$ cat config.mk
export PLATFORM = sky130hd
export DESIGN_NAME = pd_gen_sched
export DESIGN_NICKNAME = d
export VERILOG_FILES = /design/src/rtl/pd_gen_sched.sv
export SDC_FILE = /design/constraint.sdc
export NUM_CORES = 1
export LEC_CHECK = 0
export CORE_ASPECT_RATIO = 1.1
export CORE_UTILIZATION = 35
export CTS_BUF_LIST = sky130_fd_sc_hd__clkbuf_8
export CTS_CLUSTER_SIZE = 28
export DETAILED_ROUTE_END_ITERATION = 16
export HOLD_SLACK_MARGIN = 0.12
export MAX_ROUTING_LAYER = met4
export PLACE_DENSITY = 0.79
export SYNTH_ARGS = -nofsm -noshare
export SYNTH_HDL_FRONTEND = slang
export SYNTH_SLANG_ARGS = --single-unit
$ cat constraint.sdc
create_clock -name clk -period 2.4 [get_ports clk]
set_clock_uncertainty 0.1 [all_clocks]
set_input_delay 0.48 -clock clk [delete_from_list [all_inputs] [get_ports clk]]
set_output_delay 0.48 -clock clk [all_outputs]
set_load 0.01 [all_outputs]
$ cat src/rtl/pd_gen_sched.sv
// -----------------------------------------------------------------------------
// pd_gen_sched
//
// Rate scheduler in front of the PCIe packet identifier. It passes 512-bit
// beats from the pd register downstream with one cycle of latency, selects the
// 8b10b (Gen1/2) or 128b130b (Gen3-5) datapath, and produces a per-byte valid
// mask sized for the active generation. A change of requested generation
// while streaming drains the pipe for DRAIN_CYCLES idle cycles, then switches
// rate in a single SWITCH cycle. Beats arriving during a switch are dropped.
//
// Parameters
//   DRAIN_CYCLES  idle cycles inserted before a rate switch (1..15)
//   IDLE_TIMEOUT  consecutive beat-free RUN cycles before returning to IDLE
//                 (1..255)
//
// Configuration
//   PD_GEN_SCHED_DROPCNT_EN  when defined, drop_cnt counts dropped beats
//                            (saturating at 255); when undefined, drop_cnt is
//                            tied to zero and no counter is built.
//
// Ports
//   clk         in   1   clock, all state on rising edge
//   rst         in   1   asynchronous active-high reset
//   gen         in   3   requested PCIe generation, legal 1..5
//   hld_pd_gen  in   1   a beat is present in the pd register this cycle
//   sel         out  1   datapath select: 0 = 8b10b, 1 = 128b130b
//   valid       out 64   per-byte valid mask of the current beat
//   w           out  1   beat write strobe to the packet identifier
//   busy        out  1   scheduler is not IDLE
//   err         out  1   sticky illegal-generation flag
//   drop_cnt    out  8   beats dropped during rate switches
// -----------------------------------------------------------------------------
module pd_gen_sched #(
    parameter int unsigned DRAIN_CYCLES = 2,
    parameter int unsigned IDLE_TIMEOUT = 4
) (
    input  logic        clk,
    input  logic        rst,
    input  logic [2:0]  gen,
    input  logic        hld_pd_gen,
    output logic        sel,
    output logic [63:0] valid,
    output logic        w,
    output logic        busy,
    output logic        err,
    output logic [7:0]  drop_cnt
);

    typedef enum logic [1:0] {
        ST_IDLE   = 2'd0,
        ST_RUN    = 2'd1,
        ST_DRAIN  = 2'd2,
        ST_SWITCH = 2'd3
    } state_e;

    // Only generations 1..5 exist; 0, 6 and 7 are treated as fatal input.
    function automatic logic gen_is_legal(input logic [2:0] g);
        return (g >= 3'd1) && (g <= 3'd5);
    endfunction

    // Gen3 and above use the 128b130b datapath.
    function automatic logic gen_to_sel(input logic [2:0] g);
        return (g >= 3'd3);
    endfunction

    // Bytes carried per 512-bit beat at each generation.
    function automatic logic [63:0] gen_to_mask(input logic [2:0] g);
        logic [63:0] m;
        case (g)
            3'd1:    m = 64'h0000_0000_0000_00FF;
            3'd2:    m = 64'h0000_0000_0000_FFFF;
            3'd3:    m = 64'h0000_0000_FFFF_FFFF;
            3'd4,
            3'd5:    m = 64'hFFFF_FFFF_FFFF_FFFF;
            default: m = 64'h0;
        endcase
        return m;
    endfunction

    localparam logic [3:0] DRAIN_LOAD = 4'(DRAIN_CYCLES);
    localparam logic [8:0] TMO_LIMIT  = 9'(IDLE_TIMEOUT);

    state_e      state_q,     state_d;
    logic [2:0]  cur_gen_q,   cur_gen_d;
    logic [2:0]  tgt_gen_q,   tgt_gen_d;   // generation being drained towards
    logic        sel_q,       sel_d;
    logic        w_q,         w_d;
    logic [63:0] valid_q,     valid_d;
    logic        err_q,       err_d;
    logic [3:0]  drain_cnt_q, drain_cnt_d;
    logic [7:0]  tmo_cnt_q,   tmo_cnt_d;

    logic        gen_legal;
    logic [8:0]  tmo_next;

    assign gen_legal = gen_is_legal(gen);
    assign tmo_next  = {1'b0, tmo_cnt_q} + 9'd1;

    // NOTE: every signal driven here gets a default before the case so that no
    // path leaves it unassigned; a missing default would infer a latch.
    always_comb begin
        state_d     = state_q;
        cur_gen_d   = cur_gen_q;
        tgt_gen_d   = tgt_gen_q;
        sel_d       = sel_q;
        w_d         = 1'b0;
        valid_d     = 64'h0;
        err_d       = err_q;
        drain_cnt_d = drain_cnt_q;
        tmo_cnt_d   = tmo_cnt_q;

        if (!gen_legal) begin
            // Illegal generation overrides every transition and kills the beat.
            err_d       = 1'b1;
            state_d     = ST_IDLE;
            drain_cnt_d = 4'd0;
            tmo_cnt_d   = 8'd0;
        end else begin
            case (state_q)
                ST_IDLE: begin
                    if (hld_pd_gen) begin
                        cur_gen_d = gen;
                        tgt_gen_d = gen;
                        sel_d     = gen_to_sel(gen);
                        w_d       = 1'b1;
                        valid_d   = gen_to_mask(gen);
                        tmo_cnt_d = 8'd0;
                        state_d   = ST_RUN;
                    end
                end

                ST_RUN: begin
                    if (gen != cur_gen_q) begin
                        // Rate change: any beat in this cycle is dropped.
                        tgt_gen_d   = gen;
                        drain_cnt_d = DRAIN_LOAD;
                        tmo_cnt_d   = 8'd0;
                        state_d     = ST_DRAIN;
                    end else if (hld_pd_gen) begin
                        w_d       = 1'b1;
                        valid_d   = gen_to_mask(cur_gen_q);
                        tmo_cnt_d = 8'd0;
                    end else if (tmo_next >= TMO_LIMIT) begin
                        tmo_cnt_d = 8'd0;
                        state_d   = ST_IDLE;
                    end else begin
                        tmo_cnt_d = tmo_next[7:0];
                    end
                end

                ST_DRAIN: begin
                    if (gen != tgt_gen_q) begin
                        // Target moved again: restart the full drain window.
                        tgt_gen_d   = gen;
                        drain_cnt_d = DRAIN_LOAD;
                    end else if (drain_cnt_q <= 4'd1) begin
                        drain_cnt_d = 4'd0;
                        state_d     = ST_SWITCH;
                    end else begin
                        drain_cnt_d = drain_cnt_q - 4'd1;
                    end
                end

                ST_SWITCH: begin
                    // The only place besides IDLE->RUN where sel may move.
                    cur_gen_d = gen;
                    tgt_gen_d = gen;
                    sel_d     = gen_to_sel(gen);
                    tmo_cnt_d = 8'd0;
                    state_d   = ST_RUN;
                end

                default: begin
                    state_d = ST_IDLE;
                end
            endcase
        end
    end

    // NOTE: sequential state uses non-blocking assignments only, so every
    // register samples the pre-edge values regardless of statement order.
    always_ff @(posedge clk or posedge rst) begin
        if (rst) begin
            state_q     <= ST_IDLE;
            cur_gen_q   <= 3'd1;
            tgt_gen_q   <= 3'd1;
            sel_q       <= 1'b0;
            w_q         <= 1'b0;
            valid_q     <= 64'h0;
            err_q       <= 1'b0;
            drain_cnt_q <= 4'd0;
            tmo_cnt_q   <= 8'd0;
        end else begin
            state_q     <= state_d;
            cur_gen_q   <= cur_gen_d;
            tgt_gen_q   <= tgt_gen_d;
            sel_q       <= sel_d;
            w_q         <= w_d;
            valid_q     <= valid_d;
            err_q       <= err_d;
            drain_cnt_q <= drain_cnt_d;
            tmo_cnt_q   <= tmo_cnt_d;
        end
    end

    assign sel   = sel_q;
    assign w     = w_q;
    assign valid = valid_q;
    assign err   = err_q;
    assign busy  = (state_q != ST_IDLE);

`ifdef PD_GEN_SCHED_DROPCNT_EN
    logic       drop_evt;
    logic [7:0] drop_cnt_q;

    // A beat is lost whenever the scheduler is mid-switch, or arrives in the
    // very cycle RUN detects a legal rate change.
    assign drop_evt = hld_pd_gen &&
                      ((state_q == ST_DRAIN) || (state_q == ST_SWITCH) ||
                       ((state_q == ST_RUN) && gen_legal && (gen != cur_gen_q)));

    always_ff @(posedge clk or posedge rst) begin
        if (rst) begin
            drop_cnt_q <= 8'd0;
        end else if (drop_evt && (drop_cnt_q != 8'hFF)) begin
            drop_cnt_q <= drop_cnt_q + 8'd1;
        end
    end

    assign drop_cnt = drop_cnt_q;
`else
    assign drop_cnt = 8'd0;
`endif

endmodule
# Word-level counts from Yosys, hierarchy flattened

Cells that the tools add are included.

Register bits: 87
Input bits: 6
Output and inout port bits: 76
Word-level logic and storage cells: 90

Add/subtract/negate cells: 2
Magnitude comparators: 5
Eq/ne operators: 26
Mux-type cells: 37
Reduce and logical (&&, ||, !) cells: 11

Operators with widths:

| cell                                                                                | count |
|---|---|
| 64-bit one-hot mux with 4 select lines                                              | 2 |
| 64-bit 2-to-1 mux                                                                   | 4 |
| 64-bit one-hot mux with 2 select lines                                              | 1 |
| 8-bit 2-to-1 mux                                                                    | 5 |
| 8-bit one-hot mux with 3 select lines                                               | 1 |
| 4-bit 2-to-1 mux                                                                    | 4 |
| 2-bit 2-to-1 mux                                                                    | 7 |
| 3-bit by 2-bit equality test with 1-bit output, second input constant               | 4 |
| 3-bit equality test, second input constant                                          | 4 |
| 3-bit != test, second input constant                                                | 4 |
| 3-bit one-hot mux with 4 select lines                                               | 1 |
| 8-bit by 1-bit adder with 9-bit output, second input constant                       | 1 |
| 9-bit by 3-bit greater-or-equal comparator with 1-bit output, second input constant | 1 |
| 3-bit 2-to-1 mux                                                                    | 3 |
| 4-bit != test, second input constant                                                | 2 |
| 2-bit one-hot mux with 4 select lines                                               | 1 |
| 4-bit one-hot mux with 2 select lines                                               | 1 |
| 3-bit by 1-bit equality test with 1-bit output, second input constant               | 2 |
| 2-bit != test, second input constant                                                | 3 |
| 3-bit != test                                                                       | 2 |
| 3-bit one-hot mux with 2 select lines                                               | 1 |
| 5-bit AND reduction                                                                 | 1 |
| 2-bit equality test, second input constant                                          | 2 |
| 4-bit by 1-bit <= comparator with 1-bit output, second input constant               | 1 |
| other kinds (16)                                                                    | 23 |

# Depth between registers and ports, before layout

Depth after elaboration: 7
Mapped depth: 8
Mapped depth without buffers: 8

# Worst setup path before layout

No wires, ideal clock.

Path type: input port to flip-flop
Start point: in gen[0]
End point: reg drain_cnt_q[3]
Library setup time: 74 ps
Data arrival time: 1,818 ps
Data required time: 2,226 ps
Slack: 408 ps
Stages: 7
Path through: buf_2 > xor2_1 > and4bb_2 > or4b_4 > o21ai_1 > nand2_1 > o21ai_2

Cells in the longest elaborated chain, start to end: 4

Ends and longest elaborated chain:

| item                                                                                 | RTL line | source |
|---|---|---|
| from (decl)                                                                          | 39       | `input logic [2:0] gen,` |
| 3-bit by 1-bit greater-or-equal comparator with 1-bit output (tied with other cells) | 58       | `return (g >= 3'd1) && (g <= 3'd5);` |
| 1-bit logical AND or 4-bit 2-to-1 mux (tied branches)                                | 58, 152  |  |
| 3-bit by 1-bit != test with 1-bit output (no line) (tied with other cells)           | n/a      |  |
| 2-bit AND reduction (no line) or 4-bit 2-to-1 mux (tied branches)                    | n/a      |  |
| to (signal assigned)                                                                 | 201      | `drain_cnt_q <= drain_cnt_d;` |
| to (decl)                                                                            | 90       | `logic [3:0] drain_cnt_q, drain_cnt_d;` |

Parallel ways exist; a longest one is shown, timed or not.
A chain may end at the register's enable or synchronous reset.

# Worst setup path in the final report

Ends and elaborated chain as after synthesis.

==> results.cfg <==
[run_status]
run_status = finished clean

[timing]
finalWorstSetupSlack_ps = 120.1
finalCritPeriodShare = 0.9500
final_setup_violations = 0
finalWorstPathRequiredPeriod_ps = 2280
timing.final.hold_violations = 0
finalSetupTns_ps = 0
slew_viol_final = 0
max_freq_mhz = 438.6
grt_setup_unrepaired = false

[global_route]
grt_overflow_total = 0
largest_net_degree_at_the_start_of_global_routing = 33
number_of_antenna_violations_at_the_first_check_in_global_routing = 0
first_global_vias = 1209
grt_pass1_wl_um = 5478
grt_util_all_layers = 0.1189

[critical_path]
crit_path_cell_trace = clkdlybuf4s50_1 > buf_4 > xor2_1 > nor4b_4 > or4b_4 > o21ai_1 > nand2_1 > o21ai_2
critPathMaxStageDelay_ps = 530
worst_r2r_startpoint = cur_gen_q[0]
timing.critical_path.depth = 8
capturing_element_type_of_the_critical_path = flip-flop
cp.arrival_ps = 2390
critPathSlowestCell = or4b_4
setup.worst_path.start_class = input pin
reg2reg_slack_ps = 380
r2r.worst_path.cells = 6
cpLargestDelayFamily = simple AND/OR/NAND/NOR gates
rr_endpoint = tgt_gen_q[1]
path_buf_inv = 2
critical_path_class = input pin to flip-flop
critical_path_peak_fanout = 5
required_worst_endpoint_ps = 2510

[floorplanning]
dieArea_um2 = 6173
floorplan.io_pins = 82
core.rowCount = 28
fp.dieW_um = 75.01
core_region_area_um2 = 5500
initial_utilization = 0.3731
die_height_um = 82.31

[place]
preCtsSetupSlack_ps = -174.9
dpl.cell_count = 317
dp_hpwl_um = 2936
io_buffers = 73
gpl.final_weighted_congestion = 0.8167
placedInstanceArea_um2 = 2480

[pwr]
power.density_nw_per_um2 = 913.0
power_leakage_nw = 1.079
irDropWorstVdd_uv = 693.7
power.total_w = 0.002309

[synth]
synthArstFlopShare = 1.000
synthDistinctLibCells = 37
synth.cell_area_um2 = 2052
synth_flop_cell = dfrtp_1
synth_seq_area_share = 0.3305
synth_top_cells_by_area = dfrtp_1, buf_4, ha_1
synth_cells = 218
synth_warnings = 0
netlist_top_cells_count = buf_4, dfrtp_1, nand2_1, nor2_1
synth-seq-cells = 27
synth_top_area_cell = dfrtp_1
post-synth-top-count-cell = buf_4
synth_top_area_share = 0.3049
synth-edff-count = 0
synthesis.area_per_instance_um2 = 9.413

[cts]
clk-insertion-delay-late_ps = 270
post_cts.repair.setup_buffers = 0
cts-hold-fix-buffers = 0
root_buffer = clkbuf_8
tritoncts = built
cts_inserted_buffers = 3
num_clock_sinks = 27
post_cts_resize_count = 0
cts_max_path_bufs = 2
total_number_of_h_tree_levels = 1
cts_clock_pin_slew_for_the_worst_setup_and_hold_paths_ps = 90

[routing]
drt_drc_violations_left = 0
routed_wire_length_per_instance_um = 11.21
totalWireLength_um = 3598
antenna_left = 0
routed-via-count = 1437
detailedRoute.firstPassIterationCount = 4
drt_iter0_drc = 40
via_per_inst = 4.477

[min_path]
min_delay_path_depth = 1
worst_hold_path_type = flip-flop to flip-flop
hold-path-endpoint = err
holdCritStartpoint = err

[flow_run]
cap_violations = 0

[finish]
stdcell_area_um2 = 2529
diodes = 0
post_layout_cell_count = 321
area_of_combinational_cells_with_multiple_inputs_um2 = 827.0
synthToLayoutAreaGrowth_pct = 23.23
finish.net_count = 260
fillerInstances = 533
area.sequential_um2 = 678.2
drive_gt1_frac = 0.1504
flip-flops by register name (all words and copies together), names as in the netlist:
name	flops
cur_gen_q	3
drain_cnt_q	4
err	1
sel	1
state_q	2
tgt_gen_q	3
tmo_cnt_q	8
valid	4
w	1
how the worst max path moves through the flow:
stage,startpoint,end,slack (ps)
floorplan,gen[0],drain_cnt_q[3],410
global placement,gen[2],tgt_gen_q[1],-130
detailed placement,gen[0],drain_cnt_q[2],-170
CTS,gen[2],tgt_gen_q[1],120
global route,gen[2],state_q[1],10
finish,gen[0],drain_cnt_q[3],120
stage by stage:
step	hold slack (ps)	util
after floorplan	343.7	-
after global placement	349.4	0.4509
after detailed placement	372.4	0.4509
after CTS	393.0	0.4597
after global routing	415.3	0.4597
final	389.3	0.4597
placed cells by master (no fill, tap or decap), types with 7 or more instances in the layout:
master           instances
conb_1                   8
ha_1                     7
nand2b_1                 7
nand2_1                 17
dfrtp_1                 25
o21ai_1                  7
buf_4                   17
a21oi_1                  7
clkdlybuf4s50_1         73
nor2_1                  10
where the power goes:
group          switching (W)  internal [W]
logic               0.000611      0.000734
registers           0.000130      0.000575
clock network       0.000141      0.000118
total               0.000882       0.00143
metal layers:
metal  routed length (um)  GRT usage  share of wire
met1                 1574     0.1340           0.44
met2                 1722     0.2162           0.48
met3                  287    0.02913          0.080
met4                   12    0.01698         0.0033
met5                    0          -              0
logic make-up after synthesis:
group                    Yosys count  synth area share
buffers and inverters             79            0.2793
AND/OR/NAND/NOR                   59            0.1591
flip-flops                        27            0.3305
AO/OA/AOI/OAI                     26           0.08780
multiplexers                      10           0.05305
XOR/XNOR                           9           0.04573
adder cells (fa/ha/maj)            7           0.04268
other                              1          0.001828
layout make-up:
type	instances	share of cell area
Timing Repair Buffer	90	0.3394
Multi-Input combinational cell	119	0.3271
Sequential cell	27	0.2682
Tap cell	75	0.03711
Clock buffer	3	0.01633
Inverter	6	0.008906
Clock inverter	1	0.002969
Power figures use the tool's default switching activity.
